`config.mk`:
```
export PLATFORM = sky130hd
export DESIGN_NAME = dlfloat_mac_seq
export DESIGN_NICKNAME = d
export VERILOG_FILES = /design/src/rtl/dlfloat_mac_seq.sv
export SDC_FILE = /design/constraint.sdc
export NUM_CORES = 1
export LEC_CHECK = 0
export CORE_UTILIZATION = 70
export CTS_CLUSTER_DIAMETER = 60
export DETAILED_ROUTE_END_ITERATION = 12
export GPL_TIMING_DRIVEN = 1
export PLACE_DENSITY = 0.85
export SLEW_MARGIN = 10
export SYNTH_ARGS = -nofsm -noshare
export SYNTH_HDL_FRONTEND = slang
export SYNTH_SLANG_ARGS = --single-unit
```
`constraint.sdc`:
```
create_clock -name clk -period 41.9 [get_ports clk]
set_clock_uncertainty 0.2 [all_clocks]
set_input_delay 12.57 -clock clk [delete_from_list [all_inputs] [get_ports clk]]
set_output_delay 12.57 -clock clk [all_outputs]
set_load 0.005 [all_outputs]
```
`src/rtl/dlfloat_mac_seq.sv`:
```
// dlfloat_mac_seq: byte-serial DLFloat16 multiply-accumulate sequencer with NUM_ACC
// independent accumulators. Format: s[15], e[14:9] (bias 31), f[8:0], hidden 1.
// Frame: command byte {op[1:0], idx[5:0]} then payload bytes, high byte first.
//   op 00 MAC (A,B), 01 CLEAR, 10 READ, 11 LOAD (value).
// Optional feature: define DLFMAC_STICKY_FLAGS_EN for per-accumulator sticky flags
// {flushed, saturated}; READ then emits a third byte {6'b0, flags}.
// Ports:
//   clk, rst_n                      clock, asynchronous active-low reset
//   ena                             enable; low holds all state and outputs
//   in_valid, in_data, in_ready     command/payload byte stream
//   out_valid, out_data, out_ready  result byte stream
//   err                             one-cycle pulse after a frame with idx >= NUM_ACC
module dlfloat_mac_seq #(
  parameter int unsigned NUM_ACC = 4
) (
  input  logic       clk,
  input  logic       rst_n,
  input  logic       ena,
  input  logic       in_valid,
  input  logic [7:0] in_data,
  output logic       in_ready,
  output logic       out_valid,
  output logic [7:0] out_data,
  input  logic       out_ready,
  output logic       err
);

  localparam int unsigned IDX_W   = (NUM_ACC > 1) ? $clog2(NUM_ACC) : 1;
  localparam logic [6:0]  NumAccW = 7'(NUM_ACC);
`ifdef DLFMAC_STICKY_FLAGS_EN
  localparam logic [1:0]  LastByte = 2'd2;
`else
  localparam logic [1:0]  LastByte = 2'd1;
`endif
  localparam logic [1:0]  OpMac   = 2'b00;
  localparam logic [1:0]  OpClear = 2'b01;
  localparam logic [1:0]  OpRead  = 2'b10;
  localparam logic [1:0]  OpLoad  = 2'b11;

  typedef enum logic [1:0] {StIdle, StArg, StExec, StSend} state_e;

  state_e             state_q;
  logic [1:0]         op_q;
  logic [IDX_W-1:0]   idx_q;
  logic               bad_q;
  logic [1:0]         cnt_q;
  logic [31:0]        pay_q;
  logic [1:0]         obyte_q;
  logic               out_valid_q;
  logic [7:0]         out_data_q;
  logic               err_q;
  logic [15:0]        acc_q [NUM_ACC];
`ifdef DLFMAC_STICKY_FLAGS_EN
  logic [1:0]         flg_q [NUM_ACC];
`endif

  logic             in_bad;
  logic [IDX_W-1:0] in_idx;

  assign in_bad    = {1'b0, in_data[5:0]} >= NumAccW;
  assign in_idx    = in_data[IDX_W-1:0];
  assign in_ready  = ena && ((state_q == StIdle) || (state_q == StArg));
  assign out_valid = out_valid_q;
  assign out_data  = out_data_q;
  assign err       = err_q;

  // Input operand rules: e=0 is zero (fraction and sign dropped), e=63 clamps to max finite.
  function automatic logic [15:0] norm_in(input logic [15:0] v);
    logic [15:0] r;
    r = v;
    if (v[14:9] == 6'd0) begin
      r = 16'h0000;
    end else if (v[14:9] == 6'h3F) begin
      r = {v[15], 6'd62, 9'h1FF};
    end
    return r;
  endfunction

  // MAC datapath: acc[idx_q] + A*B, all steps truncating toward zero.
  logic [15:0]       a_n, b_n, acc_cur, load_n, mac_res;
  logic              mac_sat, mac_flush;
  logic [10:0]       prod_hi;
  logic signed [8:0] pe, re;
  logic              ps, big_s, sml_s, rs;
  logic [5:0]        pexp, aexp, big_e, sml_e, diff;
  logic [9:0]        pm, am, big_m, sml_m, sml_sh;
  logic [8:0]        rm;
  logic [10:0]       sum;
  logic [3:0]        lz;

  always_comb begin
    a_n       = norm_in(pay_q[31:16]);
    b_n       = norm_in(pay_q[15:0]);
    load_n    = norm_in(pay_q[15:0]);
    acc_cur   = acc_q[idx_q];
    mac_sat   = 1'b0;
    mac_flush = 1'b0;

    // Keep the top 11 bits of the 20-bit significand product; bit 10 means product >= 2.0.
    prod_hi = 11'((20'({1'b1, a_n[8:0]}) * 20'({1'b1, b_n[8:0]})) >> 9);
    ps      = a_n[15] ^ b_n[15];
    pe      = $signed({3'b000, a_n[14:9]}) + $signed({3'b000, b_n[14:9]}) - 9'sd31
              + (prod_hi[10] ? 9'sd1 : 9'sd0);
    if ((a_n[14:9] == 6'd0) || (b_n[14:9] == 6'd0)) begin
      pexp = 6'd0;
      pm   = 10'd0;
    end else if (pe > 9'sd62) begin
      pexp    = 6'd62;
      pm      = 10'h3FF;
      mac_sat = 1'b1;
    end else if (pe < 9'sd1) begin
      pexp      = 6'd0;
      pm        = 10'd0;
      mac_flush = 1'b1;
    end else begin
      pexp = pe[5:0];
      pm   = {1'b1, prod_hi[10] ? prod_hi[9:1] : prod_hi[8:0]};
    end

    aexp = acc_cur[14:9];
    am   = (aexp == 6'd0) ? 10'd0 : {1'b1, acc_cur[8:0]};

    if (pexp >= aexp) begin
      big_s = ps;         big_e = pexp; big_m = pm;
      sml_s = acc_cur[15]; sml_e = aexp; sml_m = am;
    end else begin
      big_s = acc_cur[15]; big_e = aexp; big_m = am;
      sml_s = ps;          sml_e = pexp; sml_m = pm;
    end
    diff   = big_e - sml_e;
    sml_sh = sml_m >> diff;

    if (big_s == sml_s) begin
      sum = {1'b0, big_m} + {1'b0, sml_sh};
      rs  = big_s;
    end else if (big_m >= sml_sh) begin
      sum = {1'b0, big_m - sml_sh};
      rs  = big_s;
    end else begin
      sum = {1'b0, sml_sh - big_m};
      rs  = sml_s;
    end

    lz = 4'd0;
    for (int i = 0; i < 10; i++) begin
      if (sum[i]) lz = 4'(9 - i);
    end
    if (sum[10]) begin
      rm = sum[9:1];
      re = $signed({3'b000, big_e}) + 9'sd1;
    end else begin
      rm = 9'(sum[9:0] << lz);
      re = $signed({3'b000, big_e}) - $signed({5'b00000, lz});
    end

    if (sum == 11'd0) begin
      mac_res = 16'h0000;
    end else if (re > 9'sd62) begin
      mac_res = {rs, 6'd62, 9'h1FF};
      mac_sat = 1'b1;
    end else if (re < 9'sd1) begin
      mac_res   = 16'h0000;
      mac_flush = 1'b1;
    end else begin
      mac_res = {rs, re[5:0], rm};
    end
  end

`ifndef DLFMAC_STICKY_FLAGS_EN
  logic unused_flags;
  assign unused_flags = mac_sat ^ mac_flush;
`endif

  always_ff @(posedge clk or negedge rst_n) begin
    if (!rst_n) begin
      state_q     <= StIdle;
      op_q        <= 2'b00;
      idx_q       <= '0;
      bad_q       <= 1'b0;
      cnt_q       <= 2'd0;
      pay_q       <= 32'h0;
      obyte_q     <= 2'd0;
      out_valid_q <= 1'b0;
      out_data_q  <= 8'h00;
      err_q       <= 1'b0;
      acc_q       <= '{default: '0};
`ifdef DLFMAC_STICKY_FLAGS_EN
      flg_q       <= '{default: '0};
`endif
    end else if (ena) begin
      err_q <= 1'b0;
      unique case (state_q)
        StIdle: begin
          if (in_valid) begin
            op_q  <= in_data[7:6];
            idx_q <= in_idx;
            bad_q <= in_bad;
            cnt_q <= 2'd0;
            unique case (in_data[7:6])
              OpMac, OpLoad: state_q <= StArg;
              OpClear: begin
                state_q <= StExec;
                err_q   <= in_bad;
              end
              OpRead: begin
                if (in_bad) begin
                  state_q <= StExec;
                  err_q   <= 1'b1;
                end else begin
                  state_q     <= StSend;
                  out_valid_q <= 1'b1;
                  out_data_q  <= acc_q[in_idx][15:8];
                  obyte_q     <= 2'd0;
                end
              end
            endcase
          end
        end
        StArg: begin
          if (in_valid) begin
            pay_q <= {pay_q[23:0], in_data};
            cnt_q <= cnt_q + 2'd1;
            if (cnt_q == ((op_q == OpMac) ? 2'd3 : 2'd1)) begin
              state_q <= StExec;
              err_q   <= bad_q;
            end
          end
        end
        StExec: begin
          state_q <= StIdle;
          if (!bad_q) begin
            unique case (op_q)
              OpMac: begin
                acc_q[idx_q] <= mac_res;
`ifdef DLFMAC_STICKY_FLAGS_EN
                flg_q[idx_q] <= flg_q[idx_q] | {mac_flush, mac_sat};
`endif
              end
              OpClear: begin
                acc_q[idx_q] <= 16'h0000;
`ifdef DLFMAC_STICKY_FLAGS_EN
                flg_q[idx_q] <= 2'b00;
`endif
              end
              OpLoad: begin
                acc_q[idx_q] <= load_n;
`ifdef DLFMAC_STICKY_FLAGS_EN
                flg_q[idx_q] <= 2'b00;
`endif
              end
              default: ;
            endcase
          end
        end
        StSend: begin
          if (out_ready) begin
            if (obyte_q == LastByte) begin
              out_valid_q <= 1'b0;
              state_q     <= StIdle;
            end else begin
              obyte_q <= obyte_q + 2'd1;
`ifdef DLFMAC_STICKY_FLAGS_EN
              out_data_q <= (obyte_q == 2'd0) ? acc_q[idx_q][7:0] : {6'b0, flg_q[idx_q]};
`else
              out_data_q <= acc_q[idx_q][7:0];
`endif
            end
          end
        end
      endcase
    end
  end

endmodule

```
==> results.md <==
- The flow ran to the end, and the final reports show no timing, DRC or antenna violations.
- The count of nets after finishing is 1716.
- The first global-routing pass estimated 62120 um of wire.
- The number of endpoints failing setup at the final stage is 0.
- The count of cell types in the netlist is 115.
- The routed wire length on met2 is 17890 um.
- For this run, asynchronously set or reset flops after synthesis account for 1.000.
- The first-pass iteration count of the detailed router is 6.
- After detailed routing, the number of vias per cell comes to 6.841.
- In the finished design, the share of the clock period the worst path needs comes to 0.6359.
- Detailed routing placed a total of 3848 um of wire on met3.
- The critical path starts at ena.
- The maximum number of pins on one net before global-route repair is 72.
- The repair_antennas step left the layout with diodes totalling 0.
- The later pin in the worst-skew pair is clocked with a latency of 420 ps.
- After detailed routing, the average wire length per cell comes to 21.43 um.
- The post-synthesis to final-layout area growth is 7.038%.
- The max-slew violation total from the final report is 0.
- The count of nets left with antenna violations once routing finished came out at 0.
- The transition time at the pin with the least slew margin is 1225 ps.
- The fraction of post-synthesis cell area in the top cell type by area is 0.2156.
- The number of rows in the core area is 50.
- For this design, the slowest cell found on the critical path is sky130_fd_sc_hd__clkdlybuf4s50_1.
- The aggregate routed wire length is 38580 um.
- The via count of the first global-routing pass is 12.12k.
- The kind of path behind the tightest hold check is reg2reg.
- At the end of routability-driven placement, the weighted congestion stood at 0.9629.
- In this run the worst setup path terminates at in_ready.
- The floorplan step defined a die boundary enclosing 19960 um2.
- The initial standard-cell utilization of the core is 0.7213.
- The post-synthesis cell type with the largest combined area is sky130_fd_sc_hd__dfrtp_1.
- The data arrival time at the worst-slack endpoint is 13880 ps.
- The final-layout worst hold slack is 283.7 ps.
- The start-to-end type of the worst setup path is in2out.
- The deepest level of the CTS H-tree is 4.
- The post-synthesis cell count is 1544.
- The logic depth of the worst register-to-register path is 62.
- Counting along the longest clock path gives a buffer depth of 2.
- The count of buffers from port buffering is 23.
- The count of endpoints failing hold in the final timing report came to 0.
- The peak clock frequency supported by timing is 0.03753 GHz.
- The clock transition at the registers of the reported paths is 50 ps.
- In the synthesized netlist, the cells that appear most often are 161 x sky130_fd_sc_hd__nor2_1, 139 x sky130_fd_sc_hd__inv_1, 138 x sky130_fd_sc_hd__nand2_1.
- After synthesis the netlist holds a flip-flop and latch count of 117.
- Traced cell by cell, the critical path runs through clkdlybuf4s50_1 -> nor2b_1 -> clkdlybuf4s50_1.
- Counting every net in the synthesized netlist gives 1732.
- Sorting the synthesized cells by area gives the leading types as sky130_fd_sc_hd__dfrtp_1 22%, sky130_fd_sc_hd__ha_1 10%, sky130_fd_sc_hd__fa_1 9.7%, sky130_fd_sc_hd__nor2_1 4.4%, sky130_fd_sc_hd__inv_1 3.8%.
- The remaining design rule violation count is 0.
- The routed length on met1 is 15240 um.
- After filler insertion, the fill cell instance count of the layout stands at 1241.
- The I/O pin total is 24.
- The highest fanout seen on the critical path is 4.
- The total routing usage reported by global routing is 0.4003.
- Setup repair after global routing left no endpoint under its margin.
- The clock net in this run drives a total of 117 sinks.
- The dominant cell type by count on the critical path is sky130_fd_sc_hd__clkdlybuf4s50_1.
- The topmost layer with routed signal wires is met4.
- The worst reg2reg path startpoint is pay_q[25].
- The total negative slack is 0 ps.
- The register area share after synthesis is 0.2156.
- The initial antenna violation count was 0.
- The worst-case register-to-register setup slack is 22020 ps.
- The utilization after layout is 0.7720.
- The proportion of layout cells with a drive suffix above 1 is 0.1110.
- The clock buffer count from CTS is 17.
- TritonCTS built the clock tree.
- Data on the critical path is required at its endpoint by 29130 ps.
- The dominant cell by count in the synthesized netlist is sky130_fd_sc_hd__nor2_1.
- The cell at the root of the clock tree is sky130_fd_sc_hd__clkbuf_16.
- The mean post-synth cell area is 8.796 um2.
- On the worst path, the slowest cell contributes a delay of 540 ps.
- The most used flip-flop cell after synthesis is sky130_fd_sc_hd__dfrtp_1.
- After legalization and detailed placement, the total HPWL measured 28840 um.
- Measured along the y axis, the die boundary spans 141.3 um.
- The critical path capture point type is an output port.
- Counting flops with a built-in enable in the synthesized netlist gives 0.
- The synthesized cell area is 13580 um2.
- The detailed-route via count is 12.31k.
- The number of gates resized after CTS is 0.
- The remaining global-route overflow is 0.
- The die span in x is 141.3 um.
- The total number of yosys warnings is 0.
- The number of max-capacitance violations reported is 0.
- In this run the standard cell core region covers 18830 um2.
- For this block, the initial DRC count from the detailed router was 1260.
- The startpoint kind of the worst setup timing path is an input port.
- The number of setup buffers added after CTS is 0.
- The worst pin sits at a relative slew slack of 0.1830.
- For the finished layout, the period the worst path requires is 26650 ps.
- Buffers inserted to repair hold after CTS numbered 0.
==> critical path: cells and delay by family <==
family,cells,cell delay (ps)
simple gates,1,240
buf+inv,2,1060
==> area by class of cell <==
| cell class | instances | area [um2] | area share |
|---|---|---|---|
| Clock inverter | 9 | 125.1 | 0.008607 |
| Sequential cell | 117 | 2928 | 0.2014 |
| Multi-Input combinational cell | 1210 | 9788 | 0.6733 |
| Clock buffer | 22 | 484.2 | 0.03331 |
| Timing Repair Buffer | 39 | 347.8 | 0.02393 |
| Inverter | 143 | 539.3 | 0.03709 |
| Tap cell | 260 | 325.3 | 0.02238 |
==> placed cells by master (no fill, tap or decap), drive strengths merged, types with 25 or more instances in the layout <==
cell and instances:
a21oi 89, mux2 42, inv 142, mux2i 34, a31oi 38, ha 109, nand2 139, nand3 26
o21ai 77, nor2 162, fa 66, xnor2 25, dfrtp 117
==> per-stage QoR <==
step / instance area (um2) / cells / setup slack, ps
5_1_grt: 14540 / 1800 / 15220
2_1_floorplan: 13580 / 1544 / 16360
4_1_cts: 14540 / 1800 / 15250
3_3_place_gp: 13930 / 1769 / 15300
3_5_place_dp: 13930 / 1769 / 15260
6_report: 14540 / 1800 / 15250
==> cell families after synthesis <==
logic type | synth area share
adder cells (fa/ha/maj) | 0.1977
flip-flops | 0.2156
AND/OR/NAND/NOR | 0.1687
XOR/XNOR | 0.02920
buffers and inverters | 0.06412
AO/OA/AOI/OAI | 0.2275
multiplexers | 0.09719
==> metal layers <==
layer	track usage	up-vias
li1	-	5527
met1	0.5234	5929
met2	0.6451	717
met3	0.08842	140
met4	0.1705	0
met5	0	-
==> worst min-delay path by stage <==
| stage | startpoint | to | slack [ps] | depth (start not counted) |
|---|---|---|---|---|
| floorplan | obyte_q[0] | obyte_q[0] | 260 | 1 |
| global placement | obyte_q[0] | obyte_q[0] | 270 | 1 |
| detailed placement | obyte_q[0] | obyte_q[0] | 280 | 1 |
| CTS | obyte_q[0] | obyte_q[0] | 280 | 1 |
| global route | obyte_q[0] | obyte_q[0] | 310 | 1 |
| finish | obyte_q[0] | obyte_q[0] | 280 | 1 |
Power is left out: the tool's default activity adds up to more than one toggle a clock period on the data nets, which glitch-free logic cannot reach.
